--- config.mk ---
export PLATFORM = sky130hd
export DESIGN_NAME = dmem_arbiter
export DESIGN_NICKNAME = d
export VERILOG_FILES = /design/src/rtl/dmem_arbiter.sv
export SDC_FILE = /design/constraint.sdc
export NUM_CORES = 1
export LEC_CHECK = 0
export ABC_CLOCK_PERIOD_IN_PS = 4500
export CAP_MARGIN = 15
export CORE_ASPECT_RATIO = 1.2
export CORE_MARGIN = 1.5
export CORE_UTILIZATION = 25
export DETAILED_ROUTE_END_ITERATION = 12
export PLACE_DENSITY = 0.62
export RECOVER_POWER = 50
export SYNTH_ARGS = -nofsm -noshare
export SYNTH_HDL_FRONTEND = slang
export SYNTH_SLANG_ARGS = --single-unit
--- constraint.sdc ---
create_clock -name clk_i -period 4.5 [get_ports clk_i]
set_clock_uncertainty 0.05 [all_clocks]
set_input_delay 0.675 -clock clk_i [delete_from_list [all_inputs] [get_ports clk_i]]
set_output_delay 0.675 -clock clk_i [all_outputs]
set_load 0.01 [all_outputs]
--- src/rtl/dmem_arbiter.sv ---
// -----------------------------------------------------------------------------
// dmem_arbiter
//
// Shares one single-port data memory between two requesters:
//   port 0 - pipeline MEM stage
//   port 1 - debug/DMA loader
// Each port uses a req/ack handshake. When both ports request together, a
// round-robin pointer picks the winner. The winner's command is latched. The
// memory strobes are then held for LATENCY cycles. Read data is registered
// into the winner's rdata register, and a one-cycle ack is returned.
//
// Optional build macro: DMEM_ARB_ALIGN_CHECK_EN
//   When defined, a granted access whose addr[1:0] != 0 never reaches the
//   memory. The arbiter returns ack together with a one-cycle err_o pulse.
//   When undefined, err_o is tied low and addresses pass through unmodified.
//
// Parameters
//   LATENCY : cycles the memory strobes are held before read data is sampled (>=1)
//   AW      : address width
//   DW      : data width
//
// Ports
//   clk_i, rst_i                  : clock (rising edge), async active-low reset
//   mN_req_i / mN_we_i            : request, write(1)/read(0), port N = 0,1
//   mN_addr_i / mN_wdata_i        : byte address and write data, port N
//   mN_ack_o / mN_rdata_o         : completion pulse, read data (valid with ack)
//   mem_we_o / mem_re_o           : memory MemWrite / MemRead strobes
//   mem_addr_o / mem_wdata_o      : memory Addr / WriteData
//   mem_rdata_i                   : memory ReadData
//   busy_o                        : high whenever the FSM is not IDLE
//   err_o                         : misaligned-access pulse (optional feature)
// -----------------------------------------------------------------------------
module dmem_arbiter #(
    parameter int LATENCY = 1,
    parameter int AW      = 32,
    parameter int DW      = 32
) (
    input  logic          clk_i,
    input  logic          rst_i,

    input  logic          m0_req_i,
    input  logic          m0_we_i,
    input  logic [AW-1:0] m0_addr_i,
    input  logic [DW-1:0] m0_wdata_i,
    output logic          m0_ack_o,
    output logic [DW-1:0] m0_rdata_o,

    input  logic          m1_req_i,
    input  logic          m1_we_i,
    input  logic [AW-1:0] m1_addr_i,
    input  logic [DW-1:0] m1_wdata_i,
    output logic          m1_ack_o,
    output logic [DW-1:0] m1_rdata_o,

    output logic          mem_we_o,
    output logic          mem_re_o,
    output logic [AW-1:0] mem_addr_o,
    output logic [DW-1:0] mem_wdata_o,
    input  logic [DW-1:0] mem_rdata_i,

    output logic          busy_o,
    output logic          err_o
);

    localparam logic [1:0] IDLE   = 2'd0;
    localparam logic [1:0] ACCESS = 2'd1;
    localparam logic [1:0] DONE   = 2'd2;

    // The counter only has to hold LATENCY-1.
    localparam int            CW       = (LATENCY > 1) ? $clog2(LATENCY) : 1;
    localparam logic [CW-1:0] CNT_INIT = CW'(LATENCY - 1);

    logic [1:0]    state;
    logic          rr_ptr;    // port favoured on the next simultaneous request
    logic          gnt_id;    // port currently being served
    logic [CW-1:0] count;

    // Winner selection for the current IDLE cycle
    logic          req_any;
    logic          sel;
    logic          sel_we;
    logic [AW-1:0] sel_addr;
    logic [DW-1:0] sel_wdata;

    always_comb begin
        req_any   = m0_req_i | m1_req_i;
        // rr_ptr matters only when both ports ask. Otherwise the lone requester wins.
        sel       = (m0_req_i && m1_req_i) ? rr_ptr : m1_req_i;
        sel_we    = sel ? m1_we_i    : m0_we_i;
        sel_addr  = sel ? m1_addr_i  : m0_addr_i;
        sel_wdata = sel ? m1_wdata_i : m0_wdata_i;
    end

`ifdef DMEM_ARB_ALIGN_CHECK_EN
    logic misalign;
    logic err_q;

    assign misalign = (sel_addr[1:0] != 2'b00);
    assign err_o    = err_q;
`else
    assign err_o    = 1'b0;
`endif

    assign busy_o = (state != IDLE);

    // The mem_* output registers double as the latched command. The inputs
    // may change after the grant without disturbing the access in flight.
    always_ff @(posedge clk_i or negedge rst_i) begin
        if (!rst_i) begin
            state       <= IDLE;
            rr_ptr      <= 1'b0;
            gnt_id      <= 1'b0;
            count       <= '0;
            mem_we_o    <= 1'b0;
            mem_re_o    <= 1'b0;
            mem_addr_o  <= '0;
            mem_wdata_o <= '0;
            m0_ack_o    <= 1'b0;
            m1_ack_o    <= 1'b0;
            m0_rdata_o  <= '0;
            m1_rdata_o  <= '0;
`ifdef DMEM_ARB_ALIGN_CHECK_EN
            err_q       <= 1'b0;
`endif
        end else begin
            // Acks (and err) are single-cycle pulses and default low.
            m0_ack_o <= 1'b0;
            m1_ack_o <= 1'b0;
`ifdef DMEM_ARB_ALIGN_CHECK_EN
            err_q    <= 1'b0;
`endif
            case (state)
                IDLE: begin
                    if (req_any) begin
                        gnt_id <= sel;
                        rr_ptr <= ~sel;
`ifdef DMEM_ARB_ALIGN_CHECK_EN
                        if (misalign) begin
                            // Reject without touching memory: ack and err go out together.
                            state <= DONE;
                            err_q <= 1'b1;
                            if (sel) m1_ack_o <= 1'b1;
                            else     m0_ack_o <= 1'b1;
                        end else
`endif
                        begin
                            state       <= ACCESS;
                            count       <= CNT_INIT;
                            mem_we_o    <= sel_we;
                            mem_re_o    <= ~sel_we;
                            mem_addr_o  <= sel_addr;
                            mem_wdata_o <= sel_wdata;
                        end
                    end
                end

                ACCESS: begin
                    if (count == '0) begin
                        state    <= DONE;
                        mem_we_o <= 1'b0;
                        mem_re_o <= 1'b0;
                        // The last strobe cycle is the read-data sample point.
                        if (mem_re_o) begin
                            if (gnt_id) m1_rdata_o <= mem_rdata_i;
                            else        m0_rdata_o <= mem_rdata_i;
                        end
                        if (gnt_id) m1_ack_o <= 1'b1;
                        else        m0_ack_o <= 1'b1;
                    end else begin
                        count <= count - 1'b1;
                    end
                end

                DONE: begin
                    state <= IDLE;
                end

                default: begin
                    state <= IDLE;
                end
            endcase
        end
    end

endmodule
======== After elaboration in Yosys (flattened, before gate mapping) ========
Index checks and enable logic that the tools add are counted.
operators by class
  $add $sub $neg .......................... 1
  equality and inequality tests ........... 3
  mux-type cells .......................... 21
  bitwise operators ....................... 5
  reductions and logical operators ........ 10
operators with widths
  cell                   count
  $mux W32               2
  $mux W1                13
  $reduce_and A4 Y1      2
  $pmux W1 S2            3
  $reduce_and A2 Y1      3
  $mux W2                2
  $ne A2 B2 Y1 const B   2
  $not A1 Y1             4
  $pmux W2 S2            1
  $reduce_bool A2 Y1     2
  $reduce_and A3 Y1      1
  $eq A2 B1 Y1 const B   1
  $logic_not A2 Y1       1
  $logic_and A1 B1 Y1    1
  $or A1 B1 Y1           1
  $sub A1 B1 Y1 const B  1
word-level totals
  bits in registers ....................... 137
  input bits .............................. 166
  output and inout bits ................... 134
  word-level logic and storage cells ...... 52

======== Logic depth before layout (Yosys ltp) ========
Gate-level depths: netlist (run 1).
  depth in word-level cells ............... 6
  mapped depth ............................ 5
  gate-level depth less buffers ........... 4

======== Worst setup path before layout (run 1) ========
No wires, ideal clock.
  path type ............................... register to output
  start ................................... reg state[0]
  end ..................................... out busy_o
  arrival ................................. 0.987 ns
  data required time ...................... 3.775 ns
  setup slack ............................. 2.788 ns
  cell stages (with the launch flop) ...... 5
  path buffers ............................ 2
  cells stage by stage .................... dfrtp_1 nor2_2 buf_2 buf_4 inv_1
on the way
  longest elaborated chain between the ends .. 1
ends and longest elaborated chain
  item                      line  RTL
  start: declaration        73    logic [1:0] state;
  start signal: assignment  110   state <= IDLE;
  start signal: assignment  147   state <= ACCESS;
  start signal: assignment  159   state <= DONE;
  $reduce_bool A2 Y1        104   assign busy_o = (state != IDLE);
  end: declaration          61    output logic busy_o,
No other way between the ends.

======== Final worst setup path (run 1) ========
  start ................................... reg state[1]
  end ..................................... reg m0_rdata_o[14]
on the way
  longest elaborated chain between the ends .. 2
ends and longest elaborated chain
  item                                line  RTL
  $eq A2 B1 Y1                        132   case (state)
  $reduce_and A4 Y1 (no source line)  -
  end signal: assignment              165   else m0_rdata_o <= mem_rdata_i;
  end: declaration                    46    output logic [DW-1:0] m0_rdata_o,
No other way between the ends.
A chain may end at the register's enable or synchronous reset.

==> flow_summary.yaml, run 1 <==
cells_and_area:
  antenna_cells: 0
  fillerInstances: 2029
  stdcell_area_um2: 9424
  post-route-util_pct: 42.27
  area_delta_synth_final_pct: 66.97
  drive_gt1_share_pct: 15.16
  fin_nets: 840
yosys:
  yosys.area.top_type: "dfrtp_1"
  synthTopCellsByCount: "dfrtp_1, a221o_1, mux2_2"
  syn-num-nets: 554
  synth-main-ff-cell: "dfrtp_1"
  netlist_instances: 388
  post_synth.cell_area_avg_um2: 14.55
  synth.top_cells.by_area: "dfrtp_1, mux2_2, a221o_1"
  ys.warnings.count: 0
  ys_seq_area_share_pct: 60.30
  synth_cell_types: 31
  synth_top_area_share_pct: 60.30
  synth-edff-count: 0
  yosysMostFrequentCell: "dfrtp_1"
  synthArstFlopShare_pct: 100.0
  synthesis.area_um2: 5644
  synth_seq_cells: 136
timing:
  final-hold-violation-count: 0
  finalSetupTns_ns: 0
  worst_slew_pin_slew_ns: 2.572
  setup_violations: 0
  final_min_period_over_clock_period_pct: 62.40
  max_freq_ghz: 0.3561
  drv_slew: 139
  fin_crit_ns: 2.808
  rsz0062_at_grt: "no"
  timing.hold.ws_ns: 0.4419
  relSlewSlack_pct: -71.47
floorplan:
  coreArea_um2: 22300
  ioPinCount: 300
  start_util_pct: 25.31
  fp-row-count: 60
  die_area_um2: 23490
  die_y_um: 167.6
  die-width_um: 140.2
global_routing:
  grt_pass1_wl_um: 27760
  grt_antenna_before_repair: 0
  track_usage_pct: 15.18
  grt_pass1_vias: 5022
  gr-total-overflow: 0
  grt_max_degree: 106
drt:
  routed_wl_um: 17550
  wl_per_cell_um: 18.19
  vias: 4591
  remaining_drc_errors: 0
  ant_nets: 0
  drtIter0Drc: 184
  avgViaCountPerCell: 4.758
  drt_first_pass_iters: 4
clock_network:
  cts_buffers: 17
  htree_levels: 4
  clkTransAtPathRegs_ns: 0.06
  postCtsSetupBuffers: 0
  hold_buffers: 0
  cts_root_buf: "clkbuf_16"
  postCtsResizedCells: 0
  clock-sinks: 136
  cts_tree: "yes"
  cts.path.max_buffers: 2
  worstSkewPairLatency_ns: 0.41
setup_path:
  cp_data_arrival_time_ns: 3.05
  path_buf_inv: 1
  endpoint_kind: "flip-flop"
  critPathKind: "flip-flop to flip-flop"
  max_stage_delay_ns: 1.38
  slowest_stage: "clkbuf_1"
  crit_chain: "nand2b_1 -> nor3_4 -> clkbuf_1 -> mux2_2"
  start_kind: "flip-flop"
  crit_family: "buffers and inverters"
  cp_max_fo: 32
  cp_data_required_time_ns: 4.74
run:
  cap_violations: 2
pwr:
  p_sw_share_pct: 32.08
  p_switching_uw: 2138
  pwr-share-clk_pct: 23.0
  p_comb_share_pct: 44.6
  irDropWorstVdd_mv: 0.2364
  internal_power_uw: 4527
  p_seq_share_pct: 32.4
  cellPowerDensity_nw_per_um2: 707.2
  p_leak_uw: 0.003859
placement:
  globalplace.congestion: 0.7532
  port_buffers: 298
  post_dp_cell_area_um2: 8783
  dp_hpwl_um: 12240
outcome:
  status: "finished, violations left"
  violations: "max-capacitance violations, max-slew violations"
hold_path:
  worstHoldPathType: "flip-flop to flip-flop"
==> kinds of logic after synthesis <==
kind of cell    after synthesis  synth area share [%]
mux                          64                 12.77
buf+inv                      39                 4.301
compound gates              135                 20.84
other cells                   1               0.06644
flops                       136                 60.30
simple gates                 13                 1.729
==> power groups by stage <==
| stage | logic, uW | registers, uW | clock network, uW |
|---|---|---|---|
| 2_1_floorplan | 1170 | 2420 | 0 |
| 3_3_place_gp | 2990 | 2160 | 0 |
| 3_5_place_dp | 3070 | 2180 | 0 |
| 4_1_cts | 3060 | 2170 | 1580 |
| 5_1_grt | 3200 | 2240 | 1630 |
| 6_report | 2980 | 2160 | 1530 |
==> flip-flops by register name, indices dropped and copies added, names as in the netlist <==
register,flops
m0_ack_o,1
mem_re_o,1
m1_rdata_o,32
rr_ptr,1
mem_addr_o,32
m0_rdata_o,32
m1_ack_o,1
mem_wdata_o,32
state,2
mem_we_o,1
gnt_id,1
==> final timing paths <==
check                              start              to  slack [ns]  cells after the start
setup / recovery                state[1]  m0_rdata_o[14]        1.69                      4
hold / removal             m0_rdata_o[4]   m0_rdata_o[4]        0.44                      1
setup reg to reg                state[1]  m0_rdata_o[14]        1.69                      4
hold reg to reg            m0_rdata_o[4]   m0_rdata_o[4]        0.44                      1
max in group asynchronous          rst_i  m0_rdata_o[27]        1.80                      2
min in group asynchronous          rst_i   m0_rdata_o[6]        1.02                      1
==> metal layers <==
metal	wire length (um)	share of wire (%)	global-route usage, %
met1	7181	41	17.70
met2	8853	50	26.39
met3	1314	7.5	5.147
met4	202	1.2	4.348
met5	0	0	0
==> layout make-up <==
type / count / area (um2) / share of cell area, %
multi-input combinational: 213 / 2002 / 21.24
clock inverter: 14 / 212.7 / 2.257
sequential: 136 / 3403 / 36.11
timing repair buffer: 302 / 3017 / 32.01
inverter: 4 / 15.01 / 0.1593
clock buffer: 17 / 425.4 / 4.514
tap: 279 / 349.1 / 3.704
==> layout by cell type (no fill, tap or decap), types with 2 or more instances in the layout <==
cell type,n
clkdlybuf4s50_1,267
dlygate4sd3_1,30
dfrtp_1,136
nand2b_1,2
a221o_1,64
mux2_1,3
a21boi_0,60
mux2_2,61
buf_4,2
clkinvlp_4,2
and3_4,2
bufinv_16,4
inv_1,4
a21o_1,2
inv_8,3
a21boi_1,4
inv_6,5
nand2_1,2
clkbuf_16,17
==> metrics by stage <==
stage                     instances  power (uW)  worst slack [ns]
after floorplan                 388        3589             2.788
after global placement          933        5156             1.646
after detailed placement        933        5242             1.538
after CTS                       964        6814             1.768
after global routing            965        7067             1.263
final                           965        6665             1.692
Power figures use the tool's default switching activity.
==> inputs of run 2 (changes only) <==
--- a/config.mk
+++ b/config.mk
@@ -5,13 +5,13 @@
 export SDC_FILE = /design/constraint.sdc
 export NUM_CORES = 1
 export LEC_CHECK = 0
-export ABC_CLOCK_PERIOD_IN_PS = 4500
+export ABC_CLOCK_PERIOD_IN_PS = 2500
 export CAP_MARGIN = 15
 export CORE_ASPECT_RATIO = 1.2
 export CORE_MARGIN = 1.5
 export CORE_UTILIZATION = 25
 export DETAILED_ROUTE_END_ITERATION = 12
-export PLACE_DENSITY = 0.62
+export PLACE_DENSITY = 0.64
 export RECOVER_POWER = 50
 export SYNTH_ARGS = -nofsm -noshare
 export SYNTH_HDL_FRONTEND = slang
==> constraint.sdc (replaced) <==
create_clock -name clk_i -period 2.5 [get_ports clk_i]
set_clock_uncertainty 0.05 [all_clocks]
set_input_delay 0.375 -clock clk_i [delete_from_list [all_inputs] [get_ports clk_i]]
set_output_delay 0.375 -clock clk_i [all_outputs]
set_load 0.01 [all_outputs]
==> flow_summary.yaml, run 2 (synthesis gave the netlist of run 1 again) <==
outcome:
  status: "complete, no violations"
setup_path:
  start_kind: "flip-flop"
  max_stage_delay_ns: 0.67
  critPathKind: "flip-flop to flip-flop"
  rrSetupSlack_ns: 0.38
  crit_start: "state[1]"
  slowest_stage: "clkbuf_2"
  crit_family: "buffers and inverters"
  crit_chain: "nand2b_1 -> inv_1 -> nand3_2 -> clkbuf_2 -> mux2_2"
  rr_worst_depth: 5
  r2r-start: "state[1]"
  cp_max_fo: 32
  cp_data_required_time_ns: 2.74
  endpoint_kind: "flip-flop"
  cp_data_arrival_time_ns: 2.36
  worst_r2r_endpoint: "m1_rdata_o[16]"
  path_buf_inv: 2
drt:
  remaining_drc_errors: 0
  wl_per_cell_um: 17.49
  drtIter0Drc: 157
  avgViaCountPerCell: 4.684
  drt_first_pass_iters: 4
  ant_nets: 0
  routed_wl_um: 16970
  vias: 4543
global_routing:
  grt_pass1_wl_um: 26760
  grt_max_degree: 66
  gr-total-overflow: 0
  grt_antenna_before_repair: 0
  grt_pass1_vias: 4897
  track_usage_pct: 14.75
floorplan:
  die_area_um2: 23490
  coreArea_um2: 22300
  die-width_um: 140.2
  start_util_pct: 25.31
  ioPinCount: 300
  fp-row-count: 60
  die_y_um: 167.6
cells_and_area:
  final_cells: 970
  post-route-util_pct: 42.44
  fillerInstances: 2145
  final_cell_mix: "clkdlybuf4s50_1, dfrtp_1, a221o_1, mux2_2, a21boi_0"
  area_delta_synth_final_pct: 67.66
  drive_gt1_share_pct: 15.63
  final_common_cell: "clkdlybuf4s50_1"
  fin_nets: 844
  antenna_cells: 0
timing:
  finalSetupTns_ns: 0
  max_freq_ghz: 0.4718
  timing.hold.ws_ns: 0.4342
  drv_slew: 0
  final_min_period_over_clock_period_pct: 84.79
  fin_crit_ns: 2.120
  rsz0062_at_grt: "no"
  worst_slack_ns: 0.3802
  worst_slew_pin_slew_ns: 1.190
  final-hold-violation-count: 0
  relSlewSlack_pct: 20.70
  setup_violations: 0
clock_network:
  clock-sinks: 136
  worstSkewPairLatency_ns: 0.41
  cts_tree: "yes"
  postCtsSetupBuffers: 0
  cts_buffers: 17
  cts.path.max_buffers: 2
  htree_levels: 4
  clkTransAtPathRegs_ns: 0.06
  cts_root_buf: "clkbuf_16"
hold_path:
  worstHoldPathType: "flip-flop to flip-flop"
  worstHoldStart: "m1_rdata_o[23]"
  worstHoldPathCells: 1
  min_to: "m1_rdata_o[23]"
placement:
  dp_hpwl_um: 11650
  post-place-ws_ns: 0.3988
  port_buffers: 298
  placed_cells: 937
  globalplace.congestion: 0.7267
pwr:
  p_leak_uw: 0.003867
  cellPowerDensity_nw_per_um2: 1254
  irDropWorstVdd_mv: 0.4935
run:
  cap_violations: 0
-- run 2: cell count changes in the layout (fill, tap and decap cells not counted), moves of 2 or more --
cell and change:
buf_12 +2, clkinv_4 +3, clkbuf_8 +2, clkinv_2 +2, inv_8 -3, clkbuf_2 +2
clkdlybuf4s50_1 +13, dlygate4sd3_1 -12, inv_6 -2
-- run 2: stage by stage --
step / power [uW] / instance area, um2
after floorplan: 6460 / 5644
after CTS: 12130 / 9482
after detailed placement: 9395 / 8851
after global placement: 9331 / 8851
after global routing: 12610 / 9463
final: 11860 / 9463
-- run 2: repair_timing --
action,4_1_cts,5_1_grt
resized for setup,0,0
hold endpoints to repair,43,0
hold buffers,1,0
-- run 2: layout make-up --
type                       count  area [um2]  share of cell area, %
sequential                   136        3403                  35.96
clock inverter                13       167.7                  1.772
timing repair buffer         306        3073                  32.47
inverter                       4       15.01                 0.1587
tap                          279       349.1                  3.689
clock buffer                  19       452.9                  4.786
multi-input combinational    213        2002                  21.16
-- run 2: how the worst max path moves through the flow --
| stage | to | slack [ns] | depth (start not counted) |
|---|---|---|---|
| finish | m1_rdata_o[16] | 0.38 | 5 |
| global route | m1_rdata_o[15] | 0.22 | 5 |
| CTS | busy_o | 0.33 | 3 |
| detailed placement | mem_addr_o[12] | 0.40 | 4 |
| global placement | mem_addr_o[21] | 0.43 | 4 |
| floorplan | m0_rdata_o[0] | 1.03 | 4 |
-- run 2: where the power goes --
part           switching [uW]  internal (uW)  leakage [uW]
logic                    2170           3190       0.00192
clock network            1010           1630      0.000300
registers                 553           3300       0.00165
-- run 2: routing by layer --
| metal | GRT usage, % | routed length [um] |
|---|---|---|
| met2 | 25.38 | 8473 |
| met1 | 16.92 | 6864 |
| met4 | 4.897 | 250 |
| met5 | 0 | 0 |
| met3 | 5.376 | 1377 |
-- run 2: worst reg2reg max path, delay by kind of cell, from the launching register on --
kind | cells | cell delay [ns]
buffers and inverters | 2 | 0.81
muxes | 1 | 0.44
DFF | 1 | 0.38
and+or+nand+nor | 2 | 0.33
==> inputs of run 3 (changes only) <==
--- a/config.mk
+++ b/config.mk
@@ -5,13 +5,13 @@
 export SDC_FILE = /design/constraint.sdc
 export NUM_CORES = 1
 export LEC_CHECK = 0
-export ABC_CLOCK_PERIOD_IN_PS = 2500
+export ABC_CLOCK_PERIOD_IN_PS = 2200
 export CAP_MARGIN = 15
 export CORE_ASPECT_RATIO = 1.2
 export CORE_MARGIN = 1.5
 export CORE_UTILIZATION = 25
 export DETAILED_ROUTE_END_ITERATION = 12
-export PLACE_DENSITY = 0.64
+export PLACE_DENSITY = 0.62
 export RECOVER_POWER = 50
 export SYNTH_ARGS = -nofsm -noshare
 export SYNTH_HDL_FRONTEND = slang
==> constraint.sdc (replaced) <==
create_clock -name clk_i -period 2.2 [get_ports clk_i]
set_clock_uncertainty 0.05 [all_clocks]
set_input_delay 0.33 -clock clk_i [delete_from_list [all_inputs] [get_ports clk_i]]
set_output_delay 0.33 -clock clk_i [all_outputs]
set_load 0.01 [all_outputs]
==> flow_summary.yaml, run 3 (synthesis gave the netlist of run 1 again) <==
run:
  cap_violations: 0
pwr:
  irDropWorstVdd_mv: 0.5102
  p_comb_share_pct: 45.7
  pwr-share-clk_pct: 21.4
  cellPowerDensity_nw_per_um2: 1433
  p_leak_uw: 0.003834
  p_switching_uw: 4374
  internal_power_uw: 9130
  p_total_uw: 13500
  p_sw_share_pct: 32.39
  p_seq_share_pct: 32.9
cells_and_area:
  drive_gt1_share_pct: 15.46
  final_common_cell: "clkdlybuf4s50_1"
  antenna_cells: 0
  post-route-util_pct: 42.26
  area_delta_synth_final_pct: 66.95
  final_cell_mix: "clkdlybuf4s50_1, dfrtp_1, a221o_1, mux2_2, a21boi_0"
  fin_nets: 846
drt:
  routed_wl_um: 17650
  avgViaCountPerCell: 4.762
  drt_first_pass_iters: 4
  drtIter0Drc: 157
  wl_per_cell_um: 18.18
  ant_nets: 0
  remaining_drc_errors: 0
  vias: 4624
clock_network:
  cts_root_buf: "clkbuf_16"
  cts_buffers: 17
  cts_tree: "yes"
  clock-sinks: 136
  worstSkewPairLatency_ns: 0.41
  cts.path.max_buffers: 2
  htree_levels: 4
  clkTransAtPathRegs_ns: 0.06
  postCtsSetupBuffers: 0
setup_path:
  worst_r2r_endpoint: "m1_rdata_o[15]"
  rr_worst_depth: 5
  cp_data_arrival_time_ns: 1.54
  cp_max_fo: 5
  cp_data_required_time_ns: 1.82
  rrSetupSlack_ns: 0.34
  r2r-start: "state[1]"
  start_kind: "flip-flop"
  endpoint_kind: "primary output"
  critPathKind: "flip-flop to primary output"
hold_path:
  worstHoldPathType: "flip-flop to flip-flop"
  worstHoldPathCells: 1
  min_to: "m0_rdata_o[5]"
  worstHoldStart: "m0_rdata_o[5]"
timing:
  finalSetupTns_ns: 0
  fin_crit_ns: 1.922
  worst_slew_pin_slew_ns: 0.9635
  relSlewSlack_pct: 35.76
  rsz0062_at_grt: "no"
  worst_slack_ns: 0.2776
  setup_violations: 0
  timing.hold.ws_ns: 0.4483
  final_min_period_over_clock_period_pct: 87.38
  drv_slew: 0
  max_freq_ghz: 0.5202
  final-hold-violation-count: 0
floorplan:
  die-width_um: 140.2
  fp-row-count: 60
  start_util_pct: 25.31
  die_area_um2: 23490
  ioPinCount: 300
  coreArea_um2: 22300
  die_y_um: 167.6
placement:
  globalplace.congestion: 0.7448
  port_buffers: 298
  post-place-ws_ns: 0.1319
  dp_hpwl_um: 12780
global_routing:
  grt_max_degree: 83
  grt_pass1_vias: 5048
  track_usage_pct: 15.13
  grt_antenna_before_repair: 0
  grt_pass1_wl_um: 27640
  gr-total-overflow: 0
outcome:
  status: "complete, no violations"
-- run 3: cell count changes in the layout (fill, tap and decap cells not counted), moves of 3 or more --
cell,previous run,this run
dlygate4sd3_1,18,1
inv_6,3,7
clkinv_4,3,0
clkdlybuf4s50_1,280,297
-- run 3: routing by layer --
metal  GRT usage, %  vias up  part of all wire (%)
met5              0        -                     0
met3          4.861       24                   8.0
met1          17.41     2285                    40
met2          25.89      237                    50
met4          6.178        0                   2.1
li1               -     2078                     -
-- run 3: metrics by stage --
step / cells / instance area [um2]
2_1_floorplan: 388 / 5644
3_3_place_gp: 939 / 8879
3_5_place_dp: 939 / 8879
4_1_cts: 971 / 9477
5_1_grt: 971 / 9423
6_report: 971 / 9423
-- run 3: cell type report --
| type | count | area (um2) |
|---|---|---|
| fill | 2035 | 12870 |
| sequential | 136 | 3403 |
| timing repair buffer | 308 | 3070 |
| multi-input combinational | 213 | 1997 |
| clock buffer | 17 | 425.4 |
| tap | 279 | 349.1 |
| clock inverter | 14 | 162.7 |
| inverter | 4 | 15.01 |
-- run 3: repair_timing --
| item | CTS | global route |
|---|---|---|
| endpoints found under the hold margin | 34 | 0 |
| gates resized for setup | 0 | 0 |
| hold buffers | 1 | 0 |
-- run 3: how the worst max path moves through the flow --
stage          startpoint  cells past startpoint         endpoint  slack, ns
2_1_floorplan    mem_re_o                      4    m0_rdata_o[0]       0.73
3_5_place_dp     m1_req_i                      4  mem_wdata_o[26]       0.13
4_1_cts          state[0]                      3           busy_o       0.22
5_1_grt             rst_i                      3  mem_wdata_o[28]       0.10
6_report         state[1]                      3           busy_o       0.28
3_3_place_gp     m1_req_i                      4    mem_addr_o[2]       0.23
-- run 3: power groups by stage --
stage          Sequential, uW  Clock, uW  Combinational [uW]
6_report                 4440       2900                6170
5_1_grt                  4600       3110                6600
4_1_cts                  4460       3000                6300
3_5_place_dp             4460          0                6300
3_3_place_gp             4440          0                6140
2_1_floorplan            4950          0                2400
-- run 3: critical path, stage by stage, from the launching register on --
cell,delay (ns)
dfrtp_1,0.40
nor2_4,0.18
inv_1,0.05
clkdlybuf4s50_1,0.50
